**src/rtl/mc_cu_pkg.sv**
```systemverilog
// Shared encodings and state type for the multi-cycle RV32I control unit.
// MC_CU_BRANCH_EXT_EN enables bne/blt/bge/bltu/bgeu on top of beq.
package mc_cu_pkg;

   typedef enum logic [3:0] {
      S_FETCH, S_DECODE, S_MEMADR, S_MEMREAD, S_MEMWB, S_MEMWRITE, S_EXEC_R,
      S_EXEC_I, S_ALUWB, S_BRANCH, S_JAL, S_JALR1, S_JALR2, S_LUI
   } mc_state_t;

   localparam logic [2:0] ALU_ADD  = 3'b000;
   localparam logic [2:0] ALU_SUB  = 3'b001;
   localparam logic [2:0] ALU_AND  = 3'b010;
   localparam logic [2:0] ALU_OR   = 3'b011;
   localparam logic [2:0] ALU_XOR  = 3'b100;
   localparam logic [2:0] ALU_SLT  = 3'b101;
   localparam logic [2:0] ALU_SLTU = 3'b110;

   localparam logic [2:0] IMM_I = 3'b000;
   localparam logic [2:0] IMM_S = 3'b001;
   localparam logic [2:0] IMM_B = 3'b010;
   localparam logic [2:0] IMM_J = 3'b011;
   localparam logic [2:0] IMM_U = 3'b100;

   localparam logic [1:0] RES_ALUOUT = 2'b00;
   localparam logic [1:0] RES_DATA   = 2'b01;
   localparam logic [1:0] RES_ALURES = 2'b10;
   localparam logic [1:0] RES_IMM    = 2'b11;

   localparam logic [1:0] SRCA_PC    = 2'b00;
   localparam logic [1:0] SRCA_OLDPC = 2'b01;
   localparam logic [1:0] SRCA_REG   = 2'b10;
   localparam logic [1:0] SRCB_REG   = 2'b00;
   localparam logic [1:0] SRCB_IMM   = 2'b01;
   localparam logic [1:0] SRCB_FOUR  = 2'b10;

   localparam logic [6:0] OP_LOAD   = 7'b0000011;
   localparam logic [6:0] OP_STORE  = 7'b0100011;
   localparam logic [6:0] OP_RTYPE  = 7'b0110011;
   localparam logic [6:0] OP_ITYPE  = 7'b0010011;
   localparam logic [6:0] OP_BRANCH = 7'b1100011;
   localparam logic [6:0] OP_JAL    = 7'b1101111;
   localparam logic [6:0] OP_JALR   = 7'b1100111;
   localparam logic [6:0] OP_LUI    = 7'b0110111;

   function automatic logic br_supported(input logic [2:0] f3);
`ifdef MC_CU_BRANCH_EXT_EN
      return (f3 != 3'b010) && (f3 != 3'b011);
`else
      return f3 == 3'b000;
`endif
   endfunction

   // Compare ops leave a nonzero ALU result when "less than" holds, so
   // inverted-sense branches (bne/blt/bltu) take on !zero.
   function automatic logic br_taken(input logic [2:0] f3, input logic z);
`ifdef MC_CU_BRANCH_EXT_EN
      return z ^ (f3[2] ^ f3[0]);
`else
      return z & (f3 == 3'b000);
`endif
   endfunction

endpackage

```
**src/rtl/mc_cu_alu_dec.sv**
```systemverilog
// ALUControl decode from func3/func7[5]; shift encodings are flagged unsupported.
module mc_alu_dec
   import mc_cu_pkg::*;
(
   input  logic [2:0] func3,
   input  logic       func7_5,
   input  logic       is_rtype,
   output logic [2:0] alu_control,
   output logic       shift
);

   always_comb begin
      alu_control = ALU_ADD;
      shift       = 1'b0;
      case (func3)
         3'b000:  alu_control = (is_rtype && func7_5) ? ALU_SUB : ALU_ADD;
         3'b111:  alu_control = ALU_AND;
         3'b110:  alu_control = ALU_OR;
         3'b100:  alu_control = ALU_XOR;
         3'b010:  alu_control = ALU_SLT;
         3'b011:  alu_control = ALU_SLTU;
         default: shift = 1'b1;
      endcase
   end

endmodule

```
**src/rtl/mc_cu.sv**
```systemverilog
// Moore FSM sequencing a shared-ALU, shared-memory RV32I datapath.
// Branch coverage depends on MC_CU_BRANCH_EXT_EN (see mc_cu_pkg).
module mc_cu
   import mc_cu_pkg::*;
(
   input  logic       clk,
   input  logic       rst,
   input  logic [6:0] opcode,
   input  logic [2:0] func3,
   input  logic [6:0] func7,
   input  logic       zero,
   output logic       PCWrite,
   output logic       AdrSrc,
   output logic       MemWrite,
   output logic       IRWrite,
   output logic       RegWrite,
   output logic [1:0] ResultSrc,
   output logic [1:0] ALUSrcA,
   output logic [1:0] ALUSrcB,
   output logic [2:0] ALUControl,
   output logic [2:0] ImmSrc,
   output logic       instr_done,
   output logic       illegal
);

   mc_state_t  state, state_next;
   logic       pc_wr, mem_wr, ir_wr, reg_wr, done, ill;
   logic [2:0] dec_func3, dec_alu;
   logic       dec_f7, dec_rtype, dec_shift;
   logic       unused_func7;

   assign unused_func7 = ^{func7[6], func7[4:0]};

   // Branches reuse the decoder: eq/ne map to sub, lt/ge to slt, ltu/geu to sltu.
   always_comb begin
      dec_func3 = func3;
      dec_f7    = func7[5];
      dec_rtype = (state == S_EXEC_R);
      if (state == S_BRANCH) begin
         dec_func3 = func3[2] ? {2'b01, func3[1]} : 3'b000;
         dec_f7    = 1'b1;
         dec_rtype = 1'b1;
      end
   end

   mc_alu_dec u_alu_dec (
      .func3       (dec_func3),
      .func7_5     (dec_f7),
      .is_rtype    (dec_rtype),
      .alu_control (dec_alu),
      .shift       (dec_shift)
   );

   always_ff @(posedge clk) begin
      if (rst) state <= S_FETCH;
      else     state <= state_next;
   end

   always_comb begin
      state_next = S_FETCH;
      pc_wr      = 1'b0;
      mem_wr     = 1'b0;
      ir_wr      = 1'b0;
      reg_wr     = 1'b0;
      done       = 1'b0;
      ill        = 1'b0;
      AdrSrc     = 1'b0;
      ResultSrc  = RES_ALUOUT;
      ALUSrcA    = SRCA_PC;
      ALUSrcB    = SRCB_REG;
      ALUControl = ALU_ADD;
      ImmSrc     = IMM_I;
      case (state)
         S_FETCH: begin
            ir_wr      = 1'b1;
            pc_wr      = 1'b1;
            ALUSrcB    = SRCB_FOUR;
            ResultSrc  = RES_ALURES;
            state_next = S_DECODE;
         end
         S_DECODE: begin
            ALUSrcA = SRCA_OLDPC;
            ALUSrcB = SRCB_IMM;
            if (opcode == OP_BRANCH)   ImmSrc = IMM_B;
            else if (opcode == OP_JAL) ImmSrc = IMM_J;
            case (opcode)
               OP_LOAD, OP_STORE: state_next = S_MEMADR;
               OP_RTYPE:          state_next = S_EXEC_R;
               OP_ITYPE:          state_next = S_EXEC_I;
               OP_JAL:            state_next = S_JAL;
               OP_JALR:           state_next = S_JALR1;
               OP_LUI:            state_next = S_LUI;
               OP_BRANCH: begin
                  if (br_supported(func3)) state_next = S_BRANCH;
                  else                     ill = 1'b1;
               end
               default:           ill = 1'b1;
            endcase
         end
         S_MEMADR: begin
            ALUSrcA    = SRCA_REG;
            ALUSrcB    = SRCB_IMM;
            ImmSrc     = (opcode == OP_STORE) ? IMM_S : IMM_I;
            state_next = (opcode == OP_STORE) ? S_MEMWRITE : S_MEMREAD;
         end
         S_MEMREAD: begin
            AdrSrc     = 1'b1;
            state_next = S_MEMWB;
         end
         S_MEMWB: begin
            ResultSrc = RES_DATA;
            reg_wr    = 1'b1;
            done      = 1'b1;
         end
         S_MEMWRITE: begin
            AdrSrc = 1'b1;
            mem_wr = 1'b1;
            done   = 1'b1;
         end
         S_EXEC_R, S_EXEC_I: begin
            ALUSrcA    = SRCA_REG;
            ALUSrcB    = (state == S_EXEC_I) ? SRCB_IMM : SRCB_REG;
            ALUControl = dec_alu;
            if (dec_shift) ill = 1'b1;
            else           state_next = S_ALUWB;
         end
         S_ALUWB: begin
            reg_wr = 1'b1;
            done   = 1'b1;
         end
         S_BRANCH: begin
            ALUSrcA    = SRCA_REG;
            ALUControl = dec_alu;
            done       = 1'b1;
            pc_wr      = br_taken(func3, zero);
         end
         // PC <- ALUOut (target), ALUOut <- OldPC + 4 for the link write
         S_JAL, S_JALR2: begin
            ALUSrcA    = SRCA_OLDPC;
            ALUSrcB    = SRCB_FOUR;
            pc_wr      = 1'b1;
            state_next = S_ALUWB;
         end
         S_JALR1: begin
            ALUSrcA    = SRCA_REG;
            ALUSrcB    = SRCB_IMM;
            state_next = S_JALR2;
         end
         S_LUI: begin
            ImmSrc    = IMM_U;
            ResultSrc = RES_IMM;
            reg_wr    = 1'b1;
            done      = 1'b1;
         end
         default: state_next = S_FETCH;
      endcase
   end

   assign PCWrite    = pc_wr  & ~rst;
   assign MemWrite   = mem_wr & ~rst;
   assign IRWrite    = ir_wr  & ~rst;
   assign RegWrite   = reg_wr & ~rst;
   assign instr_done = done   & ~rst;
   assign illegal    = ill    & ~rst;

endmodule
```
**config.mk**
```make
export PLATFORM = sky130hd
export DESIGN_NAME = mc_cu
export DESIGN_NICKNAME = d
export VERILOG_FILES = /design/src/rtl/mc_cu_pkg.sv /design/src/rtl/mc_cu_alu_dec.sv /design/src/rtl/mc_cu.sv
export SDC_FILE = /design/constraint.sdc
export NUM_CORES = 1
export LEC_CHECK = 0
export CAP_MARGIN = 5
export CORE_MARGIN = 1.5
export CORE_UTILIZATION = 26
export CTS_CLUSTER_DIAMETER = 80
export DETAILED_ROUTE_END_ITERATION = 10
export GPL_TIMING_DRIVEN = 0
export PLACE_DENSITY_LB_ADDON = 0.05
export SETUP_SLACK_MARGIN = 0.02
export SLEW_MARGIN = 30
export SYNTH_ARGS = -nofsm -noshare
export SYNTH_HDL_FRONTEND = slang
export SYNTH_SLANG_ARGS = --single-unit
export TNS_END_PERCENT = 10
```
**constraint.sdc**
```tcl
create_clock -name clk -period 3 [get_ports clk]
set_input_delay 0.6 -clock clk [delete_from_list [all_inputs] [get_ports clk]]
set_output_delay 0.6 -clock clk [all_outputs]
set_load 0.02 [all_outputs]
```
# Word level (Yosys, flattened, before mapping)
# Index checks and enable logic that the tools add are counted.
# op_classes
eq_ne	26
n_mux	30
bitwise	8
reduce_logical	17
# ops
op	n
$pmux 4 s7	2
$eq 4x4->1 const B	6
$eq 7x6->1 const B	3
$eq 7x7->1 const B	3
$pmux 3 s6	1
$eq 4x3->1 const B	4
$reduce_or 3->1	5
$mux 1	12
$pmux 2 s3	2
$reduce_or 5->1	2
$eq 3x3->1 const B	3
$mux 3	3
$pmux 3 s3	1
$eq 4x2->1 const B	2
$mux 4	2
$reduce_or 2->1	4
$and 1x1->1	7
$eq 7x2->1 const B	1
$eq 7x5->1 const B	1
$reduce_or 7->1	1
$eq 3x2->1 const B	2
$logic_not 3->1	2
$mux 2	3
$pmux 1 s2	3
other kinds (6)	6
# totals
regBits	4
input_bits	20
out_inout_bits	19
elab_cells	82

# Logic depth before layout (Yosys ltp)
# depth
ltp_word	7
depth_mapped	5
mapped_depth_nobuf	4

# By module
# A second synthesis with hierarchy kept.
# unflattened
cells_unflattened	117
hier_area_um2	818.3
# by_module_without_submodules
module	instances	cells_each	area_each_um2	seq_area_each_um2
mc_cu	1	109	774.5	80.1
mc_alu_dec	1	8	43.8	0.0

# Worst setup path after synthesis
# OpenSTA, ideal clock, no wires.
# synth_path
path_kind	input to output
start	in opcode[1]
end	out ImmSrc[0]
t_arrival_ns	1.663
required_time_ns	2.400
path_slack_ns	0.737
cell_stages	4
n_path_buf	0
path_cell_list	and2_0 -> nor3b_2 -> nand2_1 -> o21ai_0
# synth_between
elab_chain_len	4
elab_cells_between_ends	7
classes_between	3 x eq/ne; 4 x mux
# synth_lines
item	line_no	rtl
start: declaration	mc_cu.sv:8	input logic [6:0] opcode,
$eq 7x7->1	mc_cu.sv:85	else if (opcode == OP_JAL) ImmSrc = IMM_J;
$mux 2	mc_cu.sv:85	
$mux 2	mc_cu.sv:84	if (opcode == OP_BRANCH) ImmSrc = IMM_B;
$pmux 3 s3 (*)	mc_cu.sv:73	case (state)
end: declaration	mc_cu.sv:21	output logic [2:0] ImmSrc,
# Mark *: on every way between the ends. The rest lies on a longest branch, timed or not.

# Worst setup path in the final report
# layout_path
start	in func3[2]
end	out illegal
# layout_between
elab_chain_len	7
elab_cells_between_ends	15
classes_between	5 x eq/ne; 6 x mux; 1 x bitwise; 3 x reduce/logical
# layout_lines
item	line_no	rtl
start: declaration	mc_cu.sv:9	input logic [2:0] func3,
$mux 2	mc_cu.sv:40	dec_func3 = func3[2] ? {2'b01, func3[1]} : 3'b000;
$mux 3	mc_cu.sv:39	if (state == S_BRANCH) begin
$eq 3x3->1 (tied with other cells)	mc_cu_alu_dec.sv:15	case (func3)
$reduce_or 6->1 (no line)	-	
$mux 1	mc_cu.sv:124	if (dec_shift) ill = 1'b1;
$pmux 1 s2 (*)	mc_cu.sv:73	
$and 1x1->1 (*)	mc_cu.sv:164	assign illegal = ill & ~rst;
end: declaration	mc_cu.sv:23	output logic illegal
# Marked as above.

==> results by group <==
Status
  – Outcome: complete, no violations

STA
  – Minimum clock period: 2.88 ns
  – Period Utilization, post-route: 95.8%
  – Final Hold Viols: 0
  – # setup viols final: 0
  – Clk_skew: 0.000597 ns
  – Setup tns final: 0 ns
  – F_max: 0.348 GHz
  – PnR worst setup slack: 0.125 ns
  – RSZ-0062 raised after global routing: false
  – Worst slew margin: 73.2%
  – Worst-Margin Slew: 0.399 ns
  – Slew Limit Fails: 0

Die
  – Die Ht: 56.0 µm
  – FP Rows: 19
  – Core Area: 2710 µm²
  – Die Width: 56.0 µm
  – I/O Pins: 39
  – Initial core utilization: 26.9%
  – Die area: 3130 µm²

Min path
  – HP Class: input port to flip-flop
  – Min-delay src: rst

Critical path
  – Data required, critical path: 2.40 ns
  – Worst EP arrival: 2.28 ns
  – CP startpoint: func3[2]
  – Max Fanout on Critical Path: 5
  – Critical Path End Type: output port
  – Critical register-to-register path startpoint: state[3]
  – Critical Path Start Type: input port
  – Worst Path Class, Setup: input port to output port

Power and ir drop
  – Cell area power density: 202 nW/µm²
  – Int Pwr: 145 µW
  – Maximum vdd drop: 0.119 mV
  – Leakage: 0.000459 µW
  – Net Sw Power: 73.5 µW
  – Clock Power Share: 31.2%
  – Comb pwr share: 43.0%
  – Sequential Power Share: 25.8%
  – Switching part of the total: 33.7%

Placement
  – Dpl hpwl: 1680 µm
  – Dpl cell area: 1050 µm²
  – Pre-CTS WS: -0.161 ns
  – Final Wtd Congestion: 0.733
  – Placed insts: 173
  – PortBufs: 28

Layout
  – Syn-to-layout area delta: 48.5%
  – ANT cells: 0
  – Fin util: 40.0%
  – Cell area after layout: 1080 µm²
  – Max reg flops: 4
  – Largest register by flop count: state
  – Nets@finish: 167
  – Share of post-route cells with drive strength above 1: 15.2%
  – Final std cells w/o fill: 176
  – Regs by FF count: state: 4 flops

Clock tree
  – # H-tree levels: 1
  – Total setup buffers inserted after CTS: 0
  – CTS tree: done
  – Cts bufs inserted: 3
  – Clock-pin slew on the worst setup and hold paths: 0.04 ns
  – Worst skew pair latency: 0.24 ns
  – Clock buffer depth: 2
  – Root buffer cell: clkbuf_4
  – CTS Sinks: 4
  – Cts hold-fix bufs: 0

Route
  – Post-DR wirelength/cell: 12.1 µm
  – Total number of vias: 893
  – DRT antenna net count: 0
  – WL final: 2140 µm
  – DRT Pass-1 Iters: 4
  – Number of vias per cell: 5.07
  – DRC Markers: 0
  – Initial drt markers: 24

Synthesis
  – Count leader, synth: nor2_1
  – Yosys synthesis warning count: 0
  – Number of synthesized flops with an enable pin: 0
  – Synth Register Bits: 4
  – Synth Cell Area: 729 µm²
  – Post-Syn Area per Cell: 6.40 µm²
  – Synth area leaders: dfxtp_1 11%, nor2_1 6.2%, nor3_1 5.5%
  – Cell taking the most area after synthesis: dfxtp_1
  – Post-Syn Nets: 134
  – Async SR Flop Fraction: 0%
  – Most common library cells after synthesis: 12 x nor2_1, 10 x nand2_1, 8 x nor3_1, 8 x o21ai_0
  – Synth unique cells: 46
  – Mapped Cells: 114
  – Share of the synthesized area in the top cell type: 11.0%
  – Seq/Total Area, Yosys: 11.0%
  – Main synth FF type: dfxtp_1

GRT
  – Grt ovf: 0
  – GR Util All Layers: 13.8%
  – Global-route wire length before repair: 3550 µm
  – Initial antenna violation count: 0
  – Largest net degree at the start of global routing: 11
  – Vias in the first global route: 820

Run
  – Max_cap viols: 0
==> worst max-delay path, cell delays in order <==
cell             delay [ns]
clkdlybuf4s50_1        0.48
or3_4                  0.41
nor3_1                 0.21
o211a_1                0.17
o22ai_1                0.08
dlygate4sd2_1          0.33
==> metrics by stage <==
step	hold slack, ns	total power, µW
2_1_floorplan	0.579	111
3_3_place_gp	0.644	151
3_5_place_dp	0.633	152
4_1_cts	0.621	220
5_1_grt	0.636	230
6_report	0.623	219
==> power by group through the flow <==
stage	combinational [µW]	clock, µW	sequential, µW
final	94.0	68.2	56.3
after global routing	102	70.7	56.7
after CTS	94.3	69.3	56.3
after detailed placement	94.4	0	57.1
after global placement	94.3	0	57.1
after floorplan	54.6	0	56.7
==> cells in the final DEF, fill, tap and decap left out, drive strengths merged, types with 2 or more instances in the layout <==
cell            n
nor3b           2
nor2b           2
o22ai           3
clkbuf          5
nor4            2
or2             2
nor3            8
a21o            2
inv             6
or3             4
nor2           12
dfxtp           4
nand3           2
a21oi           4
nand2          11
nand2b          6
o21ai           8
dlymetal6s2s    3
dlygate4sd2     2
nand4           3
buf             8
clkdlybuf4s50  23
a31oi           3
xnor2           3
and2            2
==> layer usage <==
layer | track usage (%) | vias to the layer above | routed length (µm)
li1 | - | 466 | -
met1 | 19.1 | 405 | 1060
met2 | 22.4 | 20 | 989
met3 | 2.33 | 2 | 69
met4 | 3.06 | 0 | 13
met5 | 0 | - | 0
==> cell families after synthesis <==
logic type / Yosys count / share of synthesized area (%)
AND/OR/NAND/NOR: 60 / 44.9
AO/OA/AOI/OAI: 29 / 25.7
buffers and inverters: 16 / 12.0
XOR/XNOR: 4 / 4.80
flip-flops: 4 / 11.0
multiplexers: 1 / 1.54
==> final timing paths <==
path / to / slack [ns] / cells past startpoint
worst max-delay path: illegal / 0.12 / 6
worst min-delay path: state[0] / 0.62 / 2
worst max register to register: state[2] / 1.56 / 5
worst min register to register: state[3] / 0.65 / 2
==> what timing repair did <==
action	4_1_cts	5_1_grt
endpoints found under the setup margin	4	4
resized for setup	4	5
pin swaps	0	0
==> final cells by class <==
cell class              count  area (µm²)
fillers                   313        1630
inverters                   6        22.5
plain buffers              10        66.3
clock buffers               3        22.5
well taps                  31        38.8
repair buffers             28         285
multi-input cells          94         568
flip-flops and latches      4        80.1
No activity file was read; power rests on OpenSTA's default activity.
